## src/rtl/imem_dmem_arbiter.sv

```systemverilog
// imem_dmem_arbiter
//   Shares one backing-memory port between the instruction cache (read-only)
//   and the data cache (read/write). A grant is locked for a whole burst and
//   is released only once the granted side has dropped its request and every
//   read it issued has returned. Ties are broken round-robin, and read
//   responses are routed back to the current grant holder with no latency.
//
// Ports
//   i_clk, i_rst        clock, synchronous active-high reset
//   i_ic_*/o_ic_*       I-side request (addr, ren) / accept and response
//   i_dc_*/o_dc_*       D-side request (addr, ren, wen, wdata) / accept and response
//   o_mem_*/i_mem_*     single external memory port
//   o_grant             00 idle, 01 I-side, 10 D-side
//   o_proto_err         sticky: memory returned data with nothing outstanding

module imem_dmem_arbiter #(
    parameter int unsigned MAX_OUTSTANDING = 4,
    parameter int unsigned CNT_W           = 4
) (
    input  logic        i_clk,
    input  logic        i_rst,

    input  logic [31:0] i_ic_addr,
    input  logic        i_ic_ren,
    output logic        o_ic_ready,
    output logic        o_ic_valid,
    output logic [31:0] o_ic_rdata,

    input  logic [31:0] i_dc_addr,
    input  logic        i_dc_ren,
    input  logic        i_dc_wen,
    input  logic [31:0] i_dc_wdata,
    output logic        o_dc_ready,
    output logic        o_dc_valid,
    output logic [31:0] o_dc_rdata,

    output logic [31:0] o_mem_addr,
    output logic        o_mem_ren,
    output logic        o_mem_wen,
    output logic [31:0] o_mem_wdata,
    input  logic        i_mem_ready,
    input  logic        i_mem_valid,
    input  logic [31:0] i_mem_rdata,

    output logic [1:0]  o_grant,
    output logic        o_proto_err
);

    // Encodings match o_grant so the state register drives it directly.
    typedef enum logic [1:0] {
        StIdle = 2'b00,
        StGntI = 2'b01,
        StGntD = 2'b10
    } state_t;

    localparam logic [CNT_W-1:0] CntMax = CNT_W'(MAX_OUTSTANDING);

    state_t           state;
    logic [CNT_W-1:0] outstanding;
    logic [CNT_W-1:0] outstanding_nxt;
    logic             rr_last_d;     // 1: D-side was released last, 0: I-side
    logic             proto_err;

    logic ic_req;
    logic dc_req;
    logic gnt_i;
    logic gnt_d;
    logic grant_ren;
    logic full;
    logic read_accept;
    logic resp_ok;

    assign ic_req = i_ic_ren;
    assign dc_req = i_dc_ren | i_dc_wen;
    assign gnt_i  = (state == StGntI);
    assign gnt_d  = (state == StGntD);

    // Only a pending read is throttled by the outstanding limit; writes pass.
    assign grant_ren = (gnt_i & i_ic_ren) | (gnt_d & i_dc_ren);
    assign full      = (outstanding == CntMax) & grant_ren;

    assign o_ic_ready = gnt_i & ic_req & i_mem_ready & ~full;
    assign o_dc_ready = gnt_d & dc_req & i_mem_ready & ~full;

    assign read_accept = o_ic_ready | (o_dc_ready & i_dc_ren);
    // A response with nothing outstanding is dropped and flagged.
    assign resp_ok     = i_mem_valid & (outstanding != '0);

    always_comb begin
        outstanding_nxt = outstanding;
        case ({read_accept, resp_ok})
            2'b10:   outstanding_nxt = outstanding + CNT_W'(1);
            2'b01:   outstanding_nxt = outstanding - CNT_W'(1);
            default: outstanding_nxt = outstanding;
        endcase
    end

    // Memory-side request mux; ungranted means all zero.
    always_comb begin
        o_mem_addr  = '0;
        o_mem_ren   = 1'b0;
        o_mem_wen   = 1'b0;
        o_mem_wdata = '0;
        if (gnt_i) begin
            o_mem_addr = i_ic_addr;
            o_mem_ren  = i_ic_ren & ~full;
        end else if (gnt_d) begin
            o_mem_addr  = i_dc_addr;
            o_mem_ren   = i_dc_ren & ~full;
            o_mem_wen   = i_dc_wen;
            o_mem_wdata = i_dc_wdata;
        end
    end

    // Responses belong to the grant holder: the grant cannot move while
    // reads are outstanding.
    always_comb begin
        o_ic_valid = 1'b0;
        o_ic_rdata = '0;
        o_dc_valid = 1'b0;
        o_dc_rdata = '0;
        if (resp_ok && gnt_i) begin
            o_ic_valid = 1'b1;
            o_ic_rdata = i_mem_rdata;
        end else if (resp_ok && gnt_d) begin
            o_dc_valid = 1'b1;
            o_dc_rdata = i_mem_rdata;
        end
    end

    always_ff @(posedge i_clk) begin
        if (i_rst) begin
            state       <= StIdle;
            outstanding <= '0;
            rr_last_d   <= 1'b1;
            proto_err   <= 1'b0;
        end else begin
            outstanding <= outstanding_nxt;
            if (i_mem_valid && outstanding == '0) begin
                proto_err <= 1'b1;
            end
            case (state)
                StIdle: begin
                    if (ic_req && dc_req) begin
                        state <= rr_last_d ? StGntI : StGntD;
                    end else if (ic_req) begin
                        state <= StGntI;
                    end else if (dc_req) begin
                        state <= StGntD;
                    end
                end
                StGntI: begin
                    if (!ic_req && outstanding_nxt == '0) begin
                        rr_last_d <= 1'b0;
                        state     <= dc_req ? StGntD : StIdle;
                    end
                end
                StGntD: begin
                    if (!dc_req && outstanding_nxt == '0) begin
                        rr_last_d <= 1'b1;
                        state     <= ic_req ? StGntI : StIdle;
                    end
                end
                default: state <= StIdle;
            endcase
        end
    end

    assign o_grant     = state;
    assign o_proto_err = proto_err;

endmodule

```

## config.mk

```make
export PLATFORM = sky130hd
export DESIGN_NAME = imem_dmem_arbiter
export DESIGN_NICKNAME = d
export VERILOG_FILES = /design/src/rtl/imem_dmem_arbiter.sv
export SDC_FILE = /design/constraint.sdc
export NUM_CORES = 1
export LEC_CHECK = 0
export ABC_AREA = 1
export BUFFER_PORTS_ARGS = -buffer_cell sky130_fd_sc_hd__buf_2
export CELL_PAD_IN_SITES_DETAIL_PLACEMENT = 0
export CELL_PAD_IN_SITES_GLOBAL_PLACEMENT = 1
export CORE_UTILIZATION = 14
export DETAILED_ROUTE_END_ITERATION = 12
export PLACE_DENSITY = 0.87
export SYNTH_ARGS = -nofsm -noshare
export SYNTH_HDL_FRONTEND = slang
export SYNTH_SLANG_ARGS = --single-unit
```

## constraint.sdc

```tcl
create_clock -name i_clk -period 2.97 [get_ports i_clk]
set_input_delay 0.4455 -clock i_clk [delete_from_list [all_inputs] [get_ports i_clk]]
set_output_delay 0.4455 -clock i_clk [all_outputs]
set_load 0.1 [all_outputs]
```

[Yosys cells after proc, flatten, opt, wreduce, memory -nomap -nowiden]
Index checks and enable logic that the tools add are counted.
W data, S select, Z words.
Operators by class
  add/sub/neg operators: 2
  $mul: 0
  divide/modulo/power cells: 0
  magnitude comparators: 0
  equal/unequal tests: 8
  shifts and indexed selects: 0
  multiplexer cells: 27
  bitwise logic cells: 16
  reduce and logical (&&, ||, !) cells: 15
Operator list (number)
  $mux W32: 7
  $mux W2: 7
  $and A1 B1 Y1: 12
  $mux W1: 10
  $logic_not A4 Y1: 2
  $pmux W4 S2: 1
  $logic_and A1 B1 Y1: 6
  $pmux W2 S3: 1
  $reduce_and A3 Y1: 2
  $add A4 B1 Y4 const B: 1
  $eq A2 B1 Y1 const B: 2
  $eq A2 B2 Y1 const B: 2
  $eq A4 B3 Y1 const B: 1
  $ne A2 B1 Y1 const B: 2
  $ne A4 B4 Y1 const B: 1
  $reduce_bool A4 Y1: 1
  $sub A4 B1 Y4 const B: 1
  $or A1 B1 Y1: 3
  $logic_not A1 Y1: 2
  $logic_not A2 Y1: 1
  $pmux W1 S2: 1
  $reduce_bool A2 Y1: 1
  $not A1 Y1: 1
Word-level totals
  register bits: 8
  bits in latches: 0
  memory bits (writable): 0
  bits in read-only memories: 0
  input bits: 135
  output and inout bits: 137
  memories kept: 0

[Logic depth before layout (Yosys ltp)]
  depth in word-level cells: 14
  gate-level depth with buffers: 20

[Worst setup path after synthesis]
OpenSTA, ideal clock, no wires.
  path type: register to output
  start point: register state[1] (netlist: o_grant[1])
  end point: output port o_dc_rdata[10]
  arrival time: 4.409 ns
  slack: -1.884 ns
  stages on the path, launching flop included: 7
  path buffers: 2
  cell sequence: dfxtp_1 nand2_1 buf_4 nor2_1 inv_1 buf_2 nor2_1
Between the ends
  cells in the longest elaborated chain, start to end: 4
Ends and longest elaborated chain
  from (decl): RTL line 58  | state_t state;
  from (signal assigned): RTL line 133  | state <= StIdle;
  from (signal assigned): RTL line 145  | state <= rr_last_d ? StGntI : StGntD;
  from (signal assigned): RTL line 147  | state <= StGntI;
  $eq A2 B2 Y1: RTL line 76  | assign gnt_d = (state == StGntD);
  $logic_and A1 B1 Y1: RTL line 125  | end else if (resp_ok && gnt_d) begin
  $mux W32: RTL line 125
  $mux W32 (*): RTL line 122  | if (resp_ok && gnt_i) begin
  to (decl): RTL line 35  | output logic [31:0] o_dc_rdata,
Mark *: on every way between the ends. The rest lies on a longest branch, timed or not.

[Worst setup path in the final report]
  start point: register outstanding[1]
  end point: output port o_dc_rdata[11]
Between the ends
  cells in the longest elaborated chain, start to end: 5
Ends and longest elaborated chain
  from (decl): RTL line 59  | logic [CNT_W-1:0] outstanding;
  from (signal assigned): RTL line 138  | outstanding <= outstanding_nxt;
  $reduce_bool A4 Y1 (*): RTL line 87  | assign resp_ok = i_mem_valid & (outstanding != '0);
  $and A1 B1 Y1 (*): RTL line 87
  $logic_and A1 B1 Y1: RTL line 125
  $mux W32: RTL line 125
  $mux W32 (*): RTL line 122
Marked as above.

==> flow_metrics.env <==
export IMPL_status="finished clean"
export IMPL_cts_resized=0
export IMPL_synth_seq_cells=8
export IMPL_critPathArrivalTime_ns=2.21
export IMPL_nNetsFinal=716
export IMPL_finalInstanceArea_sq_mm=0.00355
export IMPL_cts_tree="yes"
export IMPL_place_port_buffers=271
export IMPL_ys_seq_area_share_pct=10.1
export IMPL_pin_count=272
export IMPL_drive_gt1_share_pct=63.2
export IMPL_vias=2797
export IMPL_critPathRequiredTime_ns=2.52
export IMPL_die_area_sq_mm=0.0118
export IMPL_antenna_found_initial=0
export IMPL_areaGrowthSynthToFinish_pct=124
export IMPL_drtPass1Iterations=4
export IMPL_setup_viol=0
export IMPL_place_ws_ns=0.316
export IMPL_path_clk_slew_ns=0.04
export IMPL_drv_cap=0
export IMPL_h_tree_depth=1
export IMPL_via_per_inst=3.91
export IMPL_first_iter_violations=73
export IMPL_place_area_sq_mm=0.00347
export IMPL_layout_common_cells="buf_2 (271), inv_1 (83), nor2_1 (42), nor2_2 (35)"
export IMPL_cellPowerDensity_mw_per_mm2=1290
export IMPL_final_common_cell="buf_2"
export IMPL_start_util_pct=14.5
export IMPL_cts_path_max_buffers=2
export IMPL_gp_congestion=0.796
export IMPL_syn_cell_area_sq_mm=0.00159
export IMPL_tns_ns=0
export IMPL_overflow=0
export IMPL_rsz0062_at_grt="no"
export IMPL_cts_buffers=3
export IMPL_grt_usage_pct=11.9
export IMPL_clk_latency_ns=0.24
export IMPL_cp_max_fo=19
export IMPL_grt_pass1_vias=2254
export IMPL_p_leak_nw=2.34
export IMPL_clock_skew_ns=0.00441
export IMPL_layout_setup_ws_ns=0.312
export IMPL_crit_type="flop to output pin"
export IMPL_rows=38
export IMPL_diodes=0
export IMPL_drc_errors=0
export IMPL_hold_violations=0
export IMPL_startpoint_type="flop"
export IMPL_cts_setup_buffers=0
export IMPL_worst_pin_slew_ns=0.607
export IMPL_postSynthCellCount=313
export IMPL_wirelength_um=7840
export IMPL_grt_start_max_net_pins=35
export IMPL_end_kind="output pin"
export IMPL_ys_types=25
export IMPL_wl_per_cell_um=10.9
export IMPL_die_h_um=108
export IMPL_core_area_sq_mm=0.0109
export IMPL_syn_nets=452
export IMPL_yosysWarnings=0
export IMPL_relSlewSlack_pct=59.5
export IMPL_cts_root_buffer="clkbuf_16"
export IMPL_die_w_um=108
export IMPL_hpwlAfterDp_um=6770
export IMPL_cts_sink_count=8
export IMPL_finalMaxSlewViolations=0
export IMPL_ant_nets=0
export IMPL_fin_crit_sh_pct=89.5
export IMPL_fin_crit_ns=2.66
export IMPL_grt_pass1_wl_um=10800
export IMPL_hp_class="flop to flop"
export IMPL_hold_buffers=0
export IMPL_fmax_ghz=0.376
export IMPL_syn_area_per_cell_sq_um=5.07
export IMPL_max_vdd_ir_drop_v=0.00102
[Yosys cell counts]
cell        n  share of area [%]
ha_1        3                2.4
nand4_1     3                1.2
nand2_1    25                5.9
a22o_1     32                 18
xor2_1      1               0.55
nand3_2     1               0.63
o21ai_0     3               0.95
nor4_1      2               0.79
nor2_2      1               0.39
nand3_1    10                3.2
o31ai_1     1               0.47
buf_2       9                2.8
nand2_2     1               0.39
nor2_1    108                 26
a21oi_1     4                1.3
inv_1      88                 21
or2_1       1               0.39
o22ai_1     1               0.39
inv_2       2               0.47
o21ai_2     1               0.55
clkbuf_1    4               0.95
fa_1        1                1.3
dfxtp_1     8                 10
buf_4       1               0.47
buf_1       2               0.47
[cells by family (layout without fill, tap and decap cells)]
kind of cell	Yosys count	count (layout)	share of synthesized area, %
buffers and inverters	106	369	26.0
adders and majority gates	4	4	3.63
AOI/OAI and AO/OA	42	42	21.3
DFF	8	8	10.1
and+or+nand+nor	152	152	38.4
xor gates and xnor gates	1	1	0.552
[routing by layer]
metal,share of wire [%],global-route usage [%]
met1,41,14.6
met2,46,20.0
met3,11,2.95
met4,1.3,4.05
met5,0,0
[state kept, by name, summed over array words and instances (netlist names)]
register	flops
o_proto_err	1
outstanding	4
o_grant	2
rr_last_d	1
[final timing paths]
| path | startpoint | end | slack (ns) | depth (start not counted) |
|---|---|---|---|---|
| worst max-delay path | outstanding[1]$_SDFF_PP0_ | o_dc_rdata[11] | 0.31 | 8 |
| worst min-delay path | o_proto_err$_SDFFE_PP0P_ | o_proto_err$_SDFFE_PP0P_ | 0.45 | 2 |
| worst max register to register | o_grant[0]$_SDFFE_PP0P_ | rr_last_d$_SDFFE_PP1P_ | 0.43 | 18 |
| worst min register to register | o_proto_err$_SDFFE_PP0P_ | o_proto_err$_SDFFE_PP0P_ | 0.45 | 2 |
[through the flow]
stage	cells	hold WS (ns)	util, %	power, mW
final	716	0.449	32.5	4.60
after global routing	716	0.483	32.5	4.80
after CTS	716	0.452	32.5	4.62
after detailed placement	712	0.444	31.8	4.37
after global placement	712	0.438	31.8	4.38
after floorplan	313	0.445	-	3.78
[critical path, stage by stage, from the launching register on]
cell	delay, ns
dfxtp_1	0.33
nor2_1	0.18
nand3_1	0.09
nand2_1	0.20
nor2_4	0.06
inv_2	0.45
buf_12	0.32
nor2_4	0.04
buf_2	0.29
[layout make-up]
cell class | count | area (sq um)
clock buffer | 4 | 78.8
fill | 1200 | 7380
inverter | 90 | 342
multi-input combinational | 199 | 1390
sequential | 8 | 168
tap | 140 | 175
timing repair buffer | 275 | 1400
[power by group]
part | leakage [nW] | internal, mW | total (mW) | switching (mW)
Sequential | 0.0670 | 0.153 | 0.194 | 0.0416
Combinational | 2.24 | 0.668 | 4.17 | 3.50
Clock | 0.0382 | 0.179 | 0.237 | 0.0577
Power figures use the tool's default switching activity.
